===== config.mk =====
export PLATFORM = sky130hd
export DESIGN_NAME = uart_rx_clock_set_from_pc
export DESIGN_NICKNAME = d
export VERILOG_FILES = /design/src/rtl/uart_rx_clock_set_from_pc.sv
export SDC_FILE = /design/constraint.sdc
export NUM_CORES = 1
export LEC_CHECK = 0
export BUFFER_PORTS_ARGS = -buffer_cell sky130_fd_sc_hd__buf_2
export CAP_MARGIN = 0
export CORE_UTILIZATION = 60
export CTS_BUF_LIST = sky130_fd_sc_hd__clkbuf_4
export DETAILED_ROUTE_END_ITERATION = 8
export PLACE_DENSITY = 0.83
export REMOVE_ABC_BUFFERS = 1
export SLEW_MARGIN = 20
export SYNTH_ARGS = -nofsm -noshare
export SYNTH_HDL_FRONTEND = slang
export SYNTH_SLANG_ARGS = --single-unit
export TNS_END_PERCENT = 20

===== constraint.sdc =====
create_clock -name Clk -period 2.9 [get_ports Clk]
set_input_delay 0.435 -clock Clk [delete_from_list [all_inputs] [get_ports Clk]]
set_output_delay 0.435 -clock Clk [all_outputs]
set_load 0.005 [all_outputs]

===== src/rtl/uart_rx_clock_set_from_pc.sv =====
// Time-set receiver: 16x oversampled UART byte receiver feeding a 5-byte frame
// parser (AA, hour, minute, seconds, xor checksum) that drives the clock set inputs.
module uart_rx_clock_set_from_pc #(
    parameter int CLK_FREQ    = 50_000_000,
    parameter int TIMEOUT_CYC = 5_000_000
) (
    input  logic       Clk,
    input  logic       Reset,
    input  logic [2:0] baud_set,
    input  logic       uart_rx,
    output logic [4:0] Hour,
    output logic [5:0] Minute,
    output logic [5:0] Seconds,
    output logic       set_valid,
    output logic       frame_err
);
    localparam int DIV0 = CLK_FREQ / (9600 * 16);
    localparam int DIV1 = CLK_FREQ / (19200 * 16);
    localparam int DIV2 = CLK_FREQ / (38400 * 16);
    localparam int DIV3 = CLK_FREQ / (57600 * 16);
    localparam int DIV4 = CLK_FREQ / (115200 * 16);
    localparam int DW   = $clog2(DIV0 + 1);
    localparam int TW   = $clog2(TIMEOUT_CYC + 1);

    function automatic logic [DW-1:0] div_for(input logic [2:0] sel);
        case (sel)
            3'd0:    return DW'(DIV0);
            3'd1:    return DW'(DIV1);
            3'd2:    return DW'(DIV2);
            3'd3:    return DW'(DIV3);
            default: return DW'(DIV4);
        endcase
    endfunction

    logic rx_meta, rx;
    always_ff @(posedge Clk) begin
        if (Reset) begin
            rx_meta <= 1'b1;
            rx      <= 1'b1;
        end else begin
            rx_meta <= uart_rx;
            rx      <= rx_meta;
        end
    end

    typedef enum logic [1:0] {IDLE, START, DATA, STOP} rx_state_t;
    rx_state_t rx_state, rx_next;

    logic [DW-1:0] div, clk_cnt;
    logic [4:0]    tick_cnt, tick_num;
    logic [2:0]    bit_idx;
    logic [1:0]    votes;
    logic [7:0]    shreg;
    logic          tick, maj, byte_ok, byte_ferr;

    // tick_num is the 1-based index of the tick firing this cycle within the bit
    assign tick     = (rx_state != IDLE) && (clk_cnt == div - 1'b1);
    assign tick_num = tick_cnt + 5'd1;
    assign maj      = (votes + {1'b0, rx}) >= 2'd2;

    always_comb begin
        rx_next = rx_state;
        case (rx_state)
            IDLE:  if (!rx) rx_next = START;
            START: if (tick && tick_num == 5'd8 && rx) rx_next = IDLE;
                   else if (tick && tick_num == 5'd16) rx_next = DATA;
            DATA:  if (tick && tick_num == 5'd16 && bit_idx == 3'd7) rx_next = STOP;
            STOP:  if (tick && tick_num == 5'd9) rx_next = IDLE;
            default: rx_next = IDLE;
        endcase
    end

    always_ff @(posedge Clk) begin
        if (Reset) rx_state <= IDLE;
        else       rx_state <= rx_next;
    end

    always_ff @(posedge Clk) begin
        if (Reset) begin
            div       <= DW'(DIV4);
            clk_cnt   <= '0;
            tick_cnt  <= '0;
            bit_idx   <= '0;
            votes     <= '0;
            shreg     <= '0;
            byte_ok   <= 1'b0;
            byte_ferr <= 1'b0;
        end else begin
            byte_ok   <= 1'b0;
            byte_ferr <= 1'b0;
            if (rx_state == IDLE) begin
                div      <= div_for(baud_set);
                clk_cnt  <= '0;
                tick_cnt <= '0;
                bit_idx  <= '0;
                votes    <= '0;
            end else if (tick) begin
                clk_cnt  <= '0;
                tick_cnt <= (tick_num == 5'd16) ? 5'd0 : tick_num;
                if (tick_num == 5'd7 || tick_num == 5'd8) votes <= votes + {1'b0, rx};
                if (tick_num == 5'd16) votes <= '0;
                if (rx_state == DATA && tick_num == 5'd9)  shreg   <= {maj, shreg[7:1]};
                if (rx_state == DATA && tick_num == 5'd16) bit_idx <= bit_idx + 3'd1;
                if (rx_state == STOP && tick_num == 5'd9) begin
                    byte_ok   <= maj;
                    byte_ferr <= !maj;
                end
            end else begin
                clk_cnt <= clk_cnt + 1'b1;
            end
        end
    end

    typedef enum logic [2:0] {W_HDR, W_H, W_M, W_S, W_CK} ps_t;
    ps_t ps, ps_next;

    logic [7:0]    sh_h, sh_m, sh_s;
    logic [TW-1:0] idle_cnt;
    logic          timeout, frame_ok, accept, reject;

    // idle_cnt counts cycles since the last byte event, the event cycle itself being 1
    assign timeout  = (ps != W_HDR) && !byte_ok && !byte_ferr &&
                      (idle_cnt >= TW'(TIMEOUT_CYC - 1));
    assign frame_ok = (shreg == (sh_h ^ sh_m ^ sh_s)) &&
                      (sh_h <= 8'd23) && (sh_m <= 8'd59) && (sh_s <= 8'd59);

    always_comb begin
        ps_next = ps;
        accept  = 1'b0;
        reject  = 1'b0;
        if (byte_ferr) begin
            if (ps != W_HDR) begin
                ps_next = W_HDR;
                reject  = 1'b1;
            end
        end else if (byte_ok) begin
            case (ps)
                W_HDR:   if (shreg == 8'hAA) ps_next = W_H;
                W_H:     ps_next = W_M;
                W_M:     ps_next = W_S;
                W_S:     ps_next = W_CK;
                W_CK: begin
                    ps_next = W_HDR;
                    accept  = frame_ok;
                    reject  = !frame_ok;
                end
                default: ps_next = W_HDR;
            endcase
        end else if (timeout) begin
            ps_next = W_HDR;
            reject  = 1'b1;
        end
    end

    always_ff @(posedge Clk) begin
        if (Reset) ps <= W_HDR;
        else       ps <= ps_next;
    end

    always_ff @(posedge Clk) begin
        if (Reset) begin
            sh_h      <= '0;
            sh_m      <= '0;
            sh_s      <= '0;
            idle_cnt  <= '0;
            Hour      <= '0;
            Minute    <= '0;
            Seconds   <= '0;
            set_valid <= 1'b0;
            frame_err <= 1'b0;
        end else begin
            set_valid <= accept;
            frame_err <= reject;
            if (byte_ok || byte_ferr)      idle_cnt <= TW'(1);
            else if (ps == W_HDR || timeout) idle_cnt <= '0;
            else                           idle_cnt <= idle_cnt + 1'b1;
            if (byte_ok) begin
                if (ps == W_H) sh_h <= shreg;
                if (ps == W_M) sh_m <= shreg;
                if (ps == W_S) sh_s <= shreg;
            end
            if (accept) begin
                Hour    <= sh_h[4:0];
                Minute  <= sh_m[5:0];
                Seconds <= sh_s[5:0];
            end
        end
    end
endmodule


# Word-level counts from Yosys, hierarchy flattened
# Cells that the tools add are included.
[classes] addsub=6 order_cmp=5 n_eq_ne=24 muxes=26 bitwise=5 reduce_logical=41
[ops] cell="$pmux 9 s4" count=1
[ops] cell="$add 23x1->23 const B" count=1
[ops] cell="$ge 23x23->1 const B" count=1
[ops] cell="$le 8x6->1 const B" count=2
[ops] cell="$xor 8x8->8" count=2
[ops] cell="$logic_and 1x1->1" count=15
[ops] cell="$mux 3" count=5
[ops] cell="$mux 2" count=7
[ops] cell="$eq 3x2->1 const B" count=4
[ops] cell="$pmux 3 s4" count=1
[ops] cell="$eq 5x4->1 const B" count=2
[ops] cell="$mux 1" count=10
[ops] cell="$reduce_and 2->1" count=5
[ops] cell="$add 9x1->9 const B" count=1
[ops] cell="$eq 9x9->1" count=1
[ops] cell="$sub 9x1->9 const B" count=1
[ops] cell="$eq 8x8->1" count=1
[ops] cell="$eq 8x8->1 const B" count=1
[ops] cell="$le 8x5->1 const B" count=1
[ops] cell="$pmux 2 s4" count=1
[ops] cell="$eq 3x1->1 const B" count=2
[ops] cell="$eq 3x3->1 const B" count=2
[ops] cell="$logic_not 3->1" count=2
[ops] cell="$ne 2x2->1 const B" count=3
[ops] cell="other kinds (23)" count=35
[word_totals] regBits=111 out_inout_bits=19

# Depth between registers and ports, before layout
[logic_depth] depth_word=10 depth_mapped=10 mapped_depth_nobuf=8

# Worst setup path after synthesis
# OpenSTA, ideal clock, no wires.
[synth_timing] path_type="register -> register" start="register div[0]" end="register votes[1]" setup_ns=0.117 t_arrival_ns=2.191 t_required_ns=2.783 slack_ns=0.591 stages_incl_launch_ff=11 path_buffers=2 synth_period_minus_slack_ns=2.309 cell_sequence="dfxtp_1 -> clkbuf_1 -> inv_1 -> ha_1 -> and2_1 -> o21a_1 -> o31ai_1 -> and4_1 -> buf_4 -> o2111ai_1 -> a32o_1"
[synth_via] elab_chain_len=4
[synth_lines] element="start: declaration" line_no="49" text="logic [DW-1:0] div, clk_cnt;"
[synth_lines] element="start signal: assignment" line_no="80" text="div <= DW'(DIV4);"
[synth_lines] element="start signal: assignment" line_no="92" text="div <= div_for(baud_set);"
[synth_lines] element="$sub 9x1->9" line_no="57" text="assign tick = (rx_state != IDLE) && (clk_cnt == div - 1'b1);"
[synth_lines] element="$eq 9x9->1" line_no="57"
[synth_lines] element="$logic_and 1x1->1" line_no="57"
[synth_lines] element="$reduce_and 2->1 (no source line)"
[synth_lines] element="end signal: assignment" line_no="100" text="if (tick_num == 5'd7 || tick_num == 5'd8) votes <= votes + {1'b0, rx};"
[synth_lines] element="end: declaration" line_no="52" text="logic [1:0] votes;"
# Every way passes these cells.
# A chain may end at the register's enable or synchronous reset.

# Final worst setup path
[layout_timing] start="register div[0]" end="register shreg[3]"
[layout_via] elab_chain_len=4
[layout_lines] element="$sub 9x1->9" line_no="57"
[layout_lines] element="$eq 9x9->1" line_no="57"
[layout_lines] element="$logic_and 1x1->1" line_no="57"
[layout_lines] element="$reduce_and 3->1 (no source line)"
[layout_lines] element="end signal: assignment" line_no="102" text="if (rx_state == DATA && tick_num == 5'd9) shreg <= {maj, shreg[7:1]};"
[layout_lines] element="end: declaration" line_no="53" text="logic [7:0] shreg;"
# Every way passes these cells.

==> results summary <==
TritonCTS built the clock tree. The tool flagged a number of max-cap violations equal to 0. The source of the worst hold timing path is uart_rx. The overall die height is 95.4 um. The post-synthesis share of cell area spent on and, or, nand and nor gates is 0.257. After clock tree synthesis, the setup repair step added 0 buffers. The all-layer global routing usage is 0.248. The number of global-route vias before repair came out at 3851. The share of the synthesized netlist area taken by xor and xnor gates is 0.107. The CTS buffer count came out at 9. The count of placed standard cells in the final layout, fillers left out is between 700 and 800. STA classifies the critical path endpoint as a register.

In this run the cell area of the synthesized design comes to 0.00523 sq mm. The per-cell routed wire length is about 15 um. STA classifies the critical path startpoint as a register.

The final wirelength is around 11 mm. Traced cell by cell, the critical path runs through inv_1 > ha_1 > and2_1 > o21a_1 > o31ai_1 > and4_2 > nand4b_1 > buf_4 > mux2i_1. STA puts the critical path data required time at 3.23 ns.

In this run, distinct cell masters in the synthesized netlist total 57. The peak clock frequency supported by timing is a little under 400 MHz. The worst clock skew on the final layout came out at roughly 0.025 ns. The total number of vias came out at 4225.

The overall power came out at ~2.4 mW. The I/O pin count is 25. The total inserted antenna cells came out at 0. The number of slew-limit violations in the final report is 0. Among all stages on the critical path, the largest delay is contributed by sky130_fd_sc_hd__dfxtp_1. The synthesized instance count came out at roughly 610.

The detailed-router iteration count before antenna repair is 5. The tree is rooted in a sky130_fd_sc_hd__clkbuf_4. Setup repair after global routing left no endpoint under its margin. In this run the worst path has a maximum fanout of 13. The post-layout worst setup margin is roughly 0.37 ns.

The die span in x came out at ~95 um. The placed wire-length estimate after detailed placement is 7.69 mm. The synthesized-area fraction occupied by ao, oa, aoi and oai cells is 0.0988. The share of synthesized area spent on multiplexers came out at 0.0574. The clock-pin slew on the worst setup and hold paths came out at roughly 0.17 ns.

The hold slack is approximately 0.16 ns. Of the cells placed in the final design, the portion with a size suffix greater than 1 is 0.0877. The dominant synthesized flop cell is sky130_fd_sc_hd__dfxtp_1. The residual antenna-violating net count after detailed routing is 0. The die covers slightly above 0.009 sq mm. The family with the most delay on the worst path is simple AND/OR/NAND/NOR gates. The number of warning messages in the yosys log came out at 0. The transition time at the pin with the least slew margin is around 0.84 ns.

The final instance area came out at ~0.0055 sq mm. The run finished with clean final reports. After detailed placement, the total cell area comes to 0.00540 sq mm. The adder-cell area share of the yosys netlist came out at 0.0215. Summed over all instances, the cell type with the most area after synthesis is sky130_fd_sc_hd__dfxtp_1. After synthesis, the share of flip-flops with an asynchronous set or reset is 0. After synthesis, the largest family of logic cells by area is simple AND/OR/NAND/NOR gates. The per-instance average area after synthesis came out at 8.59 sq um.

The critical path contains buffers and inverters numbering 2 combined. The maximum vdd ir drop came out at around 0.0002 V. The number of endpoints with negative hold slack in the final report is 0. By area the synthesized netlist is led by sky130_fd_sc_hd__dfxtp_1, sky130_fd_sc_hd__xnor2_1, sky130_fd_sc_hd__mux2i_1. The clock insertion delay at the later pin of the skew report came out at 0.45 ns. The total number of clock tree sinks is 111.

The first global-routing pass estimated between 15 and 20 mm of wire. Entering global routing, the biggest net connects 33 pins. The power per unit of standard cell area came out at between 400 and 500 mW/mm^2. The number of design rule violations left after detail routing came out at 0. The count of input and output buffers came out at 24. The area share of the leading cell type in the synthesized netlist is 0.425. The launching instance or port of the critical path is div[0].

The number of placement rows is 33. Once placement completed, the tool counted placed cells totaling ~720. The minimum clock period is between 2 and 3 ns. The number of antenna violations at the first check in global routing is 0. The synthesized design contains about 110 register bits. The global route total overflow is 0. The final layout contains roughly 640 nets. The initial standard-cell utilization of the core is 0.627. Dividing the detail-routed via count by the number of cells gives between 5 and 6. The iteration-0 DRC count of the detailed router is around 190. The origin of the critical flop-to-flop path is div[0].

From synthesis to final layout, the design area changed by 5.98%. The worst-case setup slack after placement is between 0.3 and 0.4 ns. The leakage dissipation is between 2 and 2.5 nW. Of the available clock period, the critical path in the final layout requires 0.874.

For this run, the register share of the synthesized area comes to 0.425. Setup violations remaining at the end of the flow were counted as 0. The level count of the clock H-tree came out at 3. In this run the standard cell core region covers 0.00834 sq mm.

The highest cell delay on the worst timing path is 0.48 ns. The start-to-end type of the worst setup path is reg -> reg. The count of flip-flops with a built-in enable after synthesis is 0.

Routability-driven placement finished with a final weighted congestion of ~0.88. The worst hold-check path type is in -> reg. In this run the deepest clock path goes through 2 buffers. The headroom to the max-slew limit is 0.441. Data arrives at the worst endpoint at roughly 2.9 ns.
-- Yosys cell counts, drive strengths merged (2+ instances only) --
master,n
dfxtp,111
nor2b,4
xnor2,43
o311ai,2
nor4bb,3
o31ai,3
buf,6
clkbuf,23
and3,15
a211oi,3
nor2,75
nor4b,3
and2,4
o21ai,11
a21oi,37
nand2,79
xor2,21
o22ai,2
nand3,22
mux2i,30
nand4,14
or3,2
a41oi,2
or4,3
and4,2
or2,4
nand2b,15
ha,9
a22oi,2
o21bai,3
a2111oi,2
nor3,21
inv,8
nor4,5
nand3b,2
a31oi,3
-- state kept, by name, indices dropped and copies added (netlist names), named ones only --
| register | count |
|---|---|
| frame_err | 1 |
| byte_ok | 1 |
| tick_cnt | 5 |
| bit_idx | 3 |
| clk_cnt | 9 |
| set_valid | 1 |
| Hour | 5 |
| sh_s | 8 |
| rx_meta | 1 |
| div | 9 |
| votes | 2 |
| sh_h | 8 |
| ps | 3 |
| byte_ferr | 1 |
| rx | 1 |
| rx_state | 1 |
| sh_m | 8 |
| shreg | 8 |
| Minute | 6 |
| Seconds | 6 |
| idle_cnt | 23 |
-- metrics by stage --
step,util,setup TNS [ns]
2_1_floorplan,-,-2.11
3_3_place_gp,0.648,0
3_5_place_dp,0.648,0
4_1_cts,0.664,0
5_1_grt,0.664,0
6_report,0.664,0
-- power by group --
part / leakage [nW] / internal [mW] / switching [mW] / total [mW]
registers: 0.896 / 1.53 / 0.0138 / 1.55
logic: 1.05 / 0.0258 / 0.0452 / 0.0710
clock network: 0.0772 / 0.284 / 0.483 / 0.767
total: 2.02 / 1.84 / 0.542 / 2.39
-- cell usage in the layout, fill, tap and decap left out, drive strengths merged, types with 4 or more instances in the layout --
cell,count
clkbuf,11
and2,4
or2,4
nor4,5
and3,15
nand2,79
nor2,75
dfxtp,111
nand3,22
nor3,21
xor2,21
ha,9
buf,31
nand4,14
o21ai,11
xnor2,43
nand2b,15
a21oi,37
inv,9
nor2b,4
mux2i,30
-- worst reg2reg max path: stages (launching register included) --
cell	delay, ns
sky130_fd_sc_hd__dfxtp_1	0.48
sky130_fd_sc_hd__inv_1	0.07
sky130_fd_sc_hd__ha_1	0.28
sky130_fd_sc_hd__and2_1	0.22
sky130_fd_sc_hd__o21a_1	0.19
sky130_fd_sc_hd__o31ai_1	0.26
sky130_fd_sc_hd__and4_2	0.46
sky130_fd_sc_hd__nand4b_1	0.13
sky130_fd_sc_hd__buf_4	0.21
sky130_fd_sc_hd__mux2i_1	0.13
-- cell type report --
cell class	count	area (sq um)
Sequential cell	111	2220
Multi-Input combinational cell	461	2850
Clock inverter	5	56.3
Clock buffer	11	82.6
Inverter	8	30.0
Timing Repair Buffer	31	173
Fill cell	675	2800
Tap cell	105	131
-- cell families after synthesis --
family,Yosys count
and+or+nand+nor,276
DFF,111
AOI/OAI and AO/OA,82
xor gates and xnor gates,64
buffers and inverters,37
muxes,30
adders and majority gates,9
-- final timing paths --
check / endpoint / slack, ns / depth (start not counted)
worst max-delay path: shreg[3] / 0.37 / 9
worst min register to register: rx / 0.43 / 1
worst min-delay path: rx_meta / 0.16 / 2
worst max register to register: shreg[3] / 0.37 / 9
-- timing repair --
item                       CTS  global route
setup endpoints to repair    0             4
hold buffers                 0             0
resized for setup            0             1
-- metal layers --
| layer | GRT usage | part of all wire | up-vias |
|---|---|---|---|
| met2 | 0.419 | 0.49 | 58 |
| li1 | - | - | 2146 |
| met1 | 0.319 | 0.48 | 2011 |
| met3 | 0.0447 | 0.025 | 10 |
| met4 | 0.0808 | 0.0092 | 0 |
| met5 | 0 | 0 | - |
Power figures use the tool's default switching activity.
